===== src/rtl/keypad_scan_module_pkg.sv =====
// rtl/keypad_scan_module_pkg.sv - shared FSM encodings, row patterns and key-map helpers
package keypad_scan_module_pkg;

    typedef enum logic [1:0] {
        ST_IDLE     = 2'd0,
        ST_DEBOUNCE = 2'd1,
        ST_PRESSED  = 2'd2,
        ST_RELEASE  = 2'd3
    } kp_state_t;

    localparam logic [3:0] ROW_PAT_0 = 4'b1110;
    localparam logic [3:0] ROW_PAT_1 = 4'b1101;
    localparam logic [3:0] ROW_PAT_2 = 4'b1011;
    localparam logic [3:0] ROW_PAT_3 = 4'b0111;

    function automatic logic [3:0] row_pattern(input logic [1:0] idx);
        case (idx)
            2'd0:    row_pattern = ROW_PAT_0;
            2'd1:    row_pattern = ROW_PAT_1;
            2'd2:    row_pattern = ROW_PAT_2;
            default: row_pattern = ROW_PAT_3;
        endcase
    endfunction

    function automatic logic [4:0] popcount16(input logic [15:0] m);
        logic [4:0] n;
        n = 5'd0;
        for (int i = 0; i < 16; i++) begin
            n = n + {4'd0, m[i]};
        end
        return n;
    endfunction

    // Index of the highest set bit; only meaningful when exactly one bit is set.
    function automatic logic [3:0] bit_index16(input logic [15:0] m);
        logic [3:0] k;
        k = 4'd0;
        for (int i = 0; i < 16; i++) begin
            if (m[i]) begin
                k = 4'(i);
            end
        end
        return k;
    endfunction

endpackage


===== src/rtl/keypad_scan_module_tick.sv =====
// rtl/keypad_scan_module_tick.sv - row dwell counter and row index sequencer
//
// Ports:
//   clk, rst_n   clock, asynchronous active-low reset
//   tick         high in the last cycle of each row dwell (count == SCAN_DIV-1)
//   frame_end    tick while row_idx == 3
//   row_idx      currently driven row, 0..3
module keypad_tick #(
    parameter int SCAN_DIV = 40000
) (
    input  logic       clk,
    input  logic       rst_n,
    output logic       tick,
    output logic       frame_end,
    output logic [1:0] row_idx
);

    localparam int CW = (SCAN_DIV > 2) ? $clog2(SCAN_DIV) : 1;
    localparam logic [CW-1:0] LAST = CW'(SCAN_DIV - 1);

    logic [CW-1:0] cnt;

    assign tick      = (cnt == LAST);
    assign frame_end = tick && (row_idx == 2'd3);

    always_ff @(posedge clk or negedge rst_n) begin
        if (!rst_n) begin
            cnt     <= '0;
            row_idx <= 2'd0;
        end else if (tick) begin
            cnt     <= '0;
            row_idx <= row_idx + 2'd1;
        end else begin
            cnt     <= cnt + 1'b1;
        end
    end

endmodule


===== src/rtl/keypad_scan_module.sv =====
// rtl/keypad_scan_module.sv - 4x4 matrix keypad scanner with frame debounce
//
// Ports:
//   clk, rst_n   clock, asynchronous active-low reset
//   col[3:0]     active-low keypad columns (asynchronous)
//   row[3:0]     active-low row drive, one bit low at a time
//   key_code     {row_idx, col_idx} of the last accepted key
//   key_valid    one-cycle pulse per accepted press
//   key_held     high from acceptance until the release is accepted
module keypad_scan_module
    import keypad_scan_module_pkg::*;
#(
    parameter int SCAN_DIV     = 40000,
    parameter int DEBOUNCE_CNT = 4
) (
    input  logic       clk,
    input  logic       rst_n,
    input  logic [3:0] col,
    output logic [3:0] row,
    output logic [3:0] key_code,
    output logic       key_valid,
    output logic       key_held
);

    localparam int SCW = $clog2(DEBOUNCE_CNT + 1);
    localparam logic [SCW-1:0] CNT_SAT  = SCW'(DEBOUNCE_CNT);
    localparam logic [SCW-1:0] CNT_LAST = SCW'(DEBOUNCE_CNT - 1);
    localparam bit SINGLE = (DEBOUNCE_CNT == 1);

    logic       tick;
    logic       frame_end;
    logic [1:0] row_idx;

    keypad_tick #(.SCAN_DIV(SCAN_DIV)) u_tick (
        .clk       (clk),
        .rst_n     (rst_n),
        .tick      (tick),
        .frame_end (frame_end),
        .row_idx   (row_idx)
    );

    assign row = row_pattern(row_idx);

    logic [3:0] col_s1;
    logic [3:0] col_s2;

    always_ff @(posedge clk or negedge rst_n) begin
        if (!rst_n) begin
            col_s1 <= 4'hF;
            col_s2 <= 4'hF;
        end else begin
            col_s1 <= col;
            col_s2 <= col_s1;
        end
    end

    logic [15:0] map;

    always_ff @(posedge clk or negedge rst_n) begin
        if (!rst_n) begin
            map <= '0;
        end else if (tick) begin
            map[4*row_idx +: 4] <= ~col_s2;
        end
    end

    // The classifier only matters at frame end, when row 3 is being sampled,
    // so the fresh sample is spliced in place of the stale row-3 nibble.
    logic [15:0] frame_map;
    logic        is_one;
    logic [3:0]  one_idx;

    always_comb begin
        frame_map = {~col_s2, map[11:0]};
        is_one    = (popcount16(frame_map) == 5'd1);
        one_idx   = bit_index16(frame_map);
    end

    kp_state_t      state;
    logic [3:0]     cand;
    logic [SCW-1:0] stable_cnt;
    logic [SCW-1:0] rel_cnt;

    always_ff @(posedge clk or negedge rst_n) begin
        if (!rst_n) begin
            state      <= ST_IDLE;
            cand       <= 4'd0;
            stable_cnt <= '0;
            rel_cnt    <= '0;
            key_code   <= 4'd0;
            key_valid  <= 1'b0;
            key_held   <= 1'b0;
        end else begin
            key_valid <= 1'b0;
            if (frame_end) begin
                case (state)
                    ST_IDLE: begin
                        if (is_one) begin
                            cand <= one_idx;
                            if (SINGLE) begin
                                state      <= ST_PRESSED;
                                stable_cnt <= CNT_SAT;
                                key_code   <= one_idx;
                                key_valid  <= 1'b1;
                                key_held   <= 1'b1;
                            end else begin
                                state      <= ST_DEBOUNCE;
                                stable_cnt <= SCW'(1);
                            end
                        end
                    end
                    ST_DEBOUNCE: begin
                        if (is_one && one_idx == cand) begin
                            if (stable_cnt == CNT_LAST) begin
                                state      <= ST_PRESSED;
                                stable_cnt <= CNT_SAT;
                                key_code   <= cand;
                                key_valid  <= 1'b1;
                                key_held   <= 1'b1;
                            end else begin
                                stable_cnt <= stable_cnt + 1'b1;
                            end
                        end else if (is_one) begin
                            cand       <= one_idx;
                            stable_cnt <= SCW'(1);
                        end else begin
                            state      <= ST_IDLE;
                            stable_cnt <= '0;
                        end
                    end
                    ST_PRESSED: begin
                        // Any single key keeps the press alive; a new key needs a full release.
                        if (!is_one) begin
                            if (SINGLE) begin
                                state    <= ST_IDLE;
                                key_held <= 1'b0;
                                rel_cnt  <= '0;
                            end else begin
                                state   <= ST_RELEASE;
                                rel_cnt <= SCW'(1);
                            end
                        end
                    end
                    ST_RELEASE: begin
                        if (is_one) begin
                            state   <= ST_PRESSED;
                            rel_cnt <= '0;
                        end else if (rel_cnt == CNT_LAST) begin
                            state      <= ST_IDLE;
                            rel_cnt    <= '0;
                            stable_cnt <= '0;
                            key_held   <= 1'b0;
                        end else begin
                            rel_cnt <= rel_cnt + 1'b1;
                        end
                    end
                    default: state <= ST_IDLE;
                endcase
            end
        end
    end

endmodule


===== config.mk =====
export PLATFORM = sky130hd
export DESIGN_NAME = keypad_scan_module
export DESIGN_NICKNAME = d
export VERILOG_FILES = /design/src/rtl/keypad_scan_module_pkg.sv /design/src/rtl/keypad_scan_module_tick.sv /design/src/rtl/keypad_scan_module.sv
export SDC_FILE = /design/constraint.sdc
export NUM_CORES = 1
export LEC_CHECK = 0
export BUFFER_PORTS_ARGS = -buffer_cell sky130_fd_sc_hd__buf_2
export CAP_MARGIN = 20
export CELL_PAD_IN_SITES_DETAIL_PLACEMENT = 1
export CELL_PAD_IN_SITES_GLOBAL_PLACEMENT = 2
export CORE_ASPECT_RATIO = 1.25
export CORE_MARGIN = 3
export CORE_UTILIZATION = 35
export CTS_BUF_LIST = sky130_fd_sc_hd__clkbuf_4 sky130_fd_sc_hd__clkbuf_8 sky130_fd_sc_hd__clkbuf_16
export DETAILED_ROUTE_END_ITERATION = 6
export GPL_ROUTABILITY_DRIVEN = 0
export GPL_TIMING_DRIVEN = 0
export PLACE_DENSITY_LB_ADDON = 0.08
export SETUP_SLACK_MARGIN = 0.4
export SYNTH_ARGS = -nofsm -noshare
export SYNTH_HDL_FRONTEND = slang
export SYNTH_SLANG_ARGS = --single-unit

===== constraint.sdc =====
create_clock -name clk -period 6.09 [get_ports clk]
set_input_delay 1.827 -clock clk [delete_from_list [all_inputs] [get_ports clk]]
set_output_delay 1.827 -clock clk [all_outputs]
set_load 0.01 [all_outputs]

==> results of run 1 <==
power groups by stage:
stage	clock, mW	sequential [mW]	combinational (mW)
finish	0.249	0.379	0.0458
global route	0.273	0.380	0.0544
CTS	0.258	0.380	0.0482
detailed placement	0	0.387	0.0476
global placement	0	0.387	0.0456
floorplan	0	0.385	0.0272
state kept, by name, indices dropped and copies added (netlist names):
register and cells:
u_tick.cnt 16, map 12, cand 4, col_s1 4, col_s2 4, key_code 4
rel_cnt 3, stable_cnt 3, state 2, u_tick.row_idx 2, key_held 1, key_valid 1
final timing paths:
check | startpoint | endpoint | slack, ns | depth (start not counted)
min reg2reg | col_s1[3] | col_s2[3] | 0.36 | 0
min in group asynchronous | rst_n | stable_cnt[2] | 1.47 | 1
min | col_s1[3] | col_s2[3] | 0.36 | 0
max in group asynchronous | rst_n | col_s2[0] | 3.97 | 2
max reg2reg | map[9] | cand[2] | 0.68 | 17
max | map[9] | cand[2] | 0.68 | 17
area by class of cell:
cell class,instances,share of cell area
inverters,36,0.03937
clock inverters,2,0.01021
multi-input cells,202,0.4320
clock buffers,6,0.02224
flip-flops and latches,56,0.4112
plain buffers,8,0.01458
well taps,117,0.04265
repair buffers,16,0.02771
cell families (layout without fill, tap and decap cells):
kind of cell,Yosys count,after routing,synth area share
DFF,56,56,0.4583
xor gates and xnor gates,16,16,0.04551
muxes,6,6,0.02438
adders and majority gates,24,24,0.1219
buffers and inverters,44,68,0.06014
AOI/OAI and AO/OA,53,53,0.1211
and+or+nand+nor,103,103,0.1686
routing by layer:
| layer | wire length (um) | share of wire |
|---|---|---|
| met1 | 3190 | 0.48 |
| met2 | 3325 | 0.50 |
| met3 | 103 | 0.015 |
| met4 | 76 | 0.011 |
| met5 | 0 | 0 |
placed cells by master (no fill, tap or decap), types with 3 or more instances in the layout:
master	count
nor3_1	9
o21ai_0	12
nor2_1	22
xnor2_1	10
nand2_1	30
dfrtp_1	48
ha_1	14
a21oi_1	12
o31ai_1	13
dfstp_2	8
clkbuf_8	5
inv_1	35
and3_1	5
a2bb2oi_1	3
fa_1	10
mux2_2	4
or3_1	4
and2_1	3
nand3_1	12
buf_2	17
xor2_1	6
nand4_1	5
==> impl_results.md, run 1 <==
* Status: finished, final reports clean
* CP max stage cell: or4b_1
* Post-CTS setup buffers at 0
* Fin area at 3432 um^2
* Internal Power at between 0.5 and 0.6 mW
* Clk slew on worst S/H paths at around 0.11 ns
* EDFF count, synth at 0
* Final Worst Setup Slack at just under 0.7 ns
* Top post-synthesis cells by area: dfrtp_1 39%, dfstp_2 6.8%, fa_1 6.5%
* Total Routing Usage GR at 0.1436
* Met1 usage at 0.1858
* Max Clock Skew at ~0.011 ns
* Combinational share of power at 0.068
* Min-delay worst type: flip-flop to flip-flop
* CP delay by family, top: adder cells
* CP endpoint kind: flip-flop
* Part of the power in registers at 0.563
* Crit-path cells: inv_1, fa_1, fa_1, inv_1, fa_1, inv_1, fa_1, inv_1, ha_1, fa_1, or4b_1, or2_2, buf_6, or3_1, clkbuf_1, a21oi_2, mux2_2
* Startpoint class of the critical path: flip-flop
* CTS tree: done
* Iter 0 DRT Violations at between 40 and 50
* FF+latch area at 1411 um^2
* CTS root buf: clkbuf_8
* Routing usage on met3 at 0.02172
* Worst slew pin tran at just over 0.6 ns
* Non-filler cells, final at around 440
* Critical Path RT at roughly 6.3 ns
* Initial antenna violation count at 0
* Detailed placement HPWL at 5016 um
* Share of layout cells above drive strength 1 at 0.1595
* Pins Over Slew Limit at 0
* First-pass GRT wire length at approximately 12000 um
* Top cells by count, synth: 48 x dfrtp_1, 35 x inv_1, 30 x nand2_1
* Grt ovf at 0
* Sw Pwr at 0.1551 mW
* VDD IR-drop max at approximately 0.087 mV
* Clk_lat worst skew at between 0.3 and 0.4 ns
* Hold buffer count at cts at 0
* Switch share at 0.2299
* PwrDens at about 200 nW/um^2
* Syn nets at 332
* Footprint of the multi-input gates at approximately 1500 um^2
* Setup WS pre-CTS at approximately 0.66 ns
* Min Tclk post-route at roughly 5.4 ns
* Cell with the most instances after synthesis: dfrtp_1
* Drt total wl at 6695 um
* Vias at roughly 2200
* Initial core utilization at 0.3675
* Synth Instances at slightly above 300
* Area after DPL at approximately 3300 um^2
* Critical Path Max Stage Delay at 0.53 ns
* PostCTS Resize Cnt at 0
* Std cell rows at 37
* Crit path arrival time at about 5.6 ns
* # DRC at 0
* Die X at 89.90 um
* Top cell type's share of synthesized area at 0.3901
* Clock tree buffer depth at 2
* Ys flop type: dfrtp_1
* Final setup violation count at 0
* Cts bufs inserted at 5
* Die height at around 110 um
* Vias in the first global route at approximately 2400
* Seq cells post-synth at 56
* DR WL/cell at 15.11 um
* Syn Area/Cell at approximately 10 um^2
* # nets final at ~360
* YS warnings at 0
* Final setup TNS at 0 ns
* Clk pwr share at 0.369
* Port Buffers at 15
* Fmax achieved at 184.9 MHz
* First-pass DRT Iterations at 4
* Global route hottest layer: met2
* Tot Pwr at 0.6745 mW
* Syn-to-layout area delta at 11.46%
* Crit Path Category: flip-flop to flip-flop
* DR vias/cell at roughly 5
* H-Tree Level Count at 2
* M2 GR Usage at 0.2495
* Final core occ at 0.4096
* Leakage at ~1.6 nW
* RSZ-0062 raised after global routing: false
* Crit-path max FO at 10
* Hold Fails Final Rpt at 0
* Sequential cell area fraction in the yosys report at 0.4584
* Ant. Diodes at 0
* Rel. slew slack at 0.5870
* # placed instances at about 440
* Crit share post-route at 0.8883
* Final Hold Slack at 0.3602 ns
* I/O Pins at 16
* Asr flop ratio synth at 1.000
* Layout fillers at roughly 960
* Mapped Area at a little over 3000 um^2
* Synth cell types at 50
* Area of the core at roughly 8400 um^2
* Buf+Inv Stages, Crit Path at 6
* Dominant cell type by area after synthesis: dfrtp_1
* Die area at approximately 10000 um^2
* Most used cell, CP: fa_1
* Largest net degree at the start of global routing at 38
* Max-cap check violation count at 0
* Clock sink total at 56
* Final antenna-violating net count at 0
Note: power is estimated with default switching activity, not from simulation.
==> run 2: changes to the inputs <==
- CORE_MARGIN: 3 -> 4
- CORE_UTILIZATION: 35 -> 40
==> run 2 against run 1 <==
  * Cell count decreased by 5.6%
  * Critical path depth unchanged
  * Sequential power about the same
  * Sequential share of layout area increased by 0.59 points
  * Critical path type unchanged
  * Clock power decreased by 13%
  * Largest cell class unchanged
  * Sequential cell count unchanged
==> impl_results.md, run 2 (synthesized netlist as in run 1, its figures left out) <==
* Std cell rows at 35
* Crit-path cells: inv_2, fa_1, fa_1, inv_1, fa_1, inv_1, fa_1, inv_1, ha_1, fa_1, or4b_1, or2_2, buf_6, or3_1, clkbuf_2, a21oi_2, mux2_2
* CP max stage cell: or4b_1
* CP delay by family, top: adder cells
* Worst slew pin tran at about 0.62 ns
* Clock sink total at 56
* Die height at between 100 and 150 um
* Final setup TNS at 0 ns
* Hold buffer count at cts at 0
* First-pass GRT wire length at 11850 um
* Largest net degree at the start of global routing at 36
* Iter 0 DRT Violations at between 40 and 50
* First-pass DRT Iterations at 4
* CTS root buf: clkbuf_8
* Startpoint class of the critical path: flip-flop
* I/O Pins at 16
* Crit-path max FO at 10
* Status: finished, final reports clean
* Drt total wl at about 6700 um
* Min-delay worst type: flip-flop to flip-flop
* Pins Over Slew Limit at 0
* Total Routing Usage GR at 0.1635
* # nets final at approximately 360
* Crit Path Category: flip-flop to flip-flop
* H-Tree Level Count at 2
* Initial core utilization at 0.4136
* Biggest register: u_tick.cnt
* Largest register FFs at 16
* Buf+Inv Stages, Crit Path at 6
* Vias in the first global route at about 2400
* Port Buffers at 15
* Final setup violation count at 0
* Grt ovf at 0
* Hold Fails Final Rpt at 0
* Area of the core at approximately 7400 um^2
* Fin area at around 3400 um^2
* # DRC at 0
* RSZ-0062 raised after global routing: false
* Final core occ at 0.4545
* DR WL/cell at 16.12 um
* Commonest cells after routing, fill and taps aside: 48 x dfrtp_1, 35 x inv_1, 30 x nand2_1, 22 x nor2_1, 17 x buf_2
* Critical Path RT at 6.29 ns
* DR vias/cell at 5.304
* Min Tclk post-route at 5.395 ns
* Leakage at approximately 1.6 nW
* # placed instances at 410
* Vias at ~2200
* Clock tree buffer depth at 2
* Final antenna-violating net count at 0
* Non-filler cells, final at 418
* Clk_lat worst skew at 0.31 ns
* Die X at approximately 86 um
* Crit path arrival time at roughly 5.6 ns
* Initial antenna violation count at 0
* CP endpoint kind: flip-flop
* Tot Pwr at 0.6424 mW
* Most used cell, CP: fa_1
* Cts bufs inserted at 5
* CTS tree: done
* Rel. slew slack at 0.5842
* Area after DPL at around 3300 um^2
* Regs by FF count: u_tick.cnt (16), map (12)
* Clk slew on worst S/H paths at approximately 0.1 ns
* Layout fillers at around 860
* Share of layout cells above drive strength 1 at 0.1626
* VDD IR-drop max at ~0.11 mV
* Critical Path Max Stage Delay at approximately 0.53 ns
* Max Clock Skew at ~0.013 ns
* Ant. Diodes at 0
* Crit share post-route at 0.8859
* Fmax achieved at between 150 and 200 MHz
* Max-cap check violation count at 0
* Syn-to-layout area delta at 9.874%
* Detailed placement HPWL at between 5000 and 6000 um
* Die area at between 9000 and 10000 um^2
* PwrDens at ~190 nW/um^2
* Most common cell after layout, fill and taps aside: dfrtp_1
==> run 2: cell count changes in the layout (fill, tap and decap cells not counted), sizes merged <==
cell | before | now
bufinv | 1 | 0
clkbuf | 9 | 10
clkinv | 1 | 0
inv | 36 | 37
==> run 2: area by class of cell <==
cell class,count,area [um^2],share of cell area
Clock buffer,7,83.83,0.02478
Inverter,36,135.1,0.03994
Sequential cell,56,1411,0.4172
Buffer,8,51.30,0.01516
Clock inverter,1,8.758,0.002589
Multi-Input combinational cell,202,1483,0.4382
Tap cell,92,115.1,0.03402
Timing Repair Buffer,16,95.09,0.02811
==> run 2: worst paths after layout <==
check,start,to,slack [ns],cells after the start
worst min register to register,col_s1[3],col_s2[3],0.36,0
worst max-delay path,map[5],cand[2],0.69,17
worst max register to register,map[5],cand[2],0.69,17
max in group asynchronous,rst_n,map[6],4.04,2
min in group asynchronous,rst_n,cand[2],1.48,1
worst min-delay path,col_s1[3],col_s2[3],0.36,0
==> run 2: metal layers <==
layer / vias to the layer above / routed length, um / global-route usage
met5: - / 0 / 0
met4: 0 / 74 / 0.04454
met3: 6 / 167 / 0.02481
met2: 22 / 3585 / 0.2954
met1: 1115 / 2913 / 0.1988
li1: 1074 / - / -
==> run 2: timing repair <==
action	in CTS	in global routing
resized for setup	0	2
setup endpoints to repair	0	1
setup buffers	0	0
==> run 2: report_power, final <==
group | leakage, nW | total [mW] | switching [mW] | internal, mW
registers | 0.741 | 0.380 | 0.00323 | 0.377
clock network | 0.0497 | 0.216 | 0.124 | 0.0924
logic | 0.787 | 0.0463 | 0.0301 | 0.0162
==> run 2: per-stage QoR <==
stage	setup slack (ns)	hold slack, ns
after floorplan	0.9734	0.3452
after global placement	0.6512	0.3452
after global routing	0.4164	0.3725
after CTS	0.5927	0.3627
after detailed placement	0.6247	0.3479
final	0.6948	0.3605
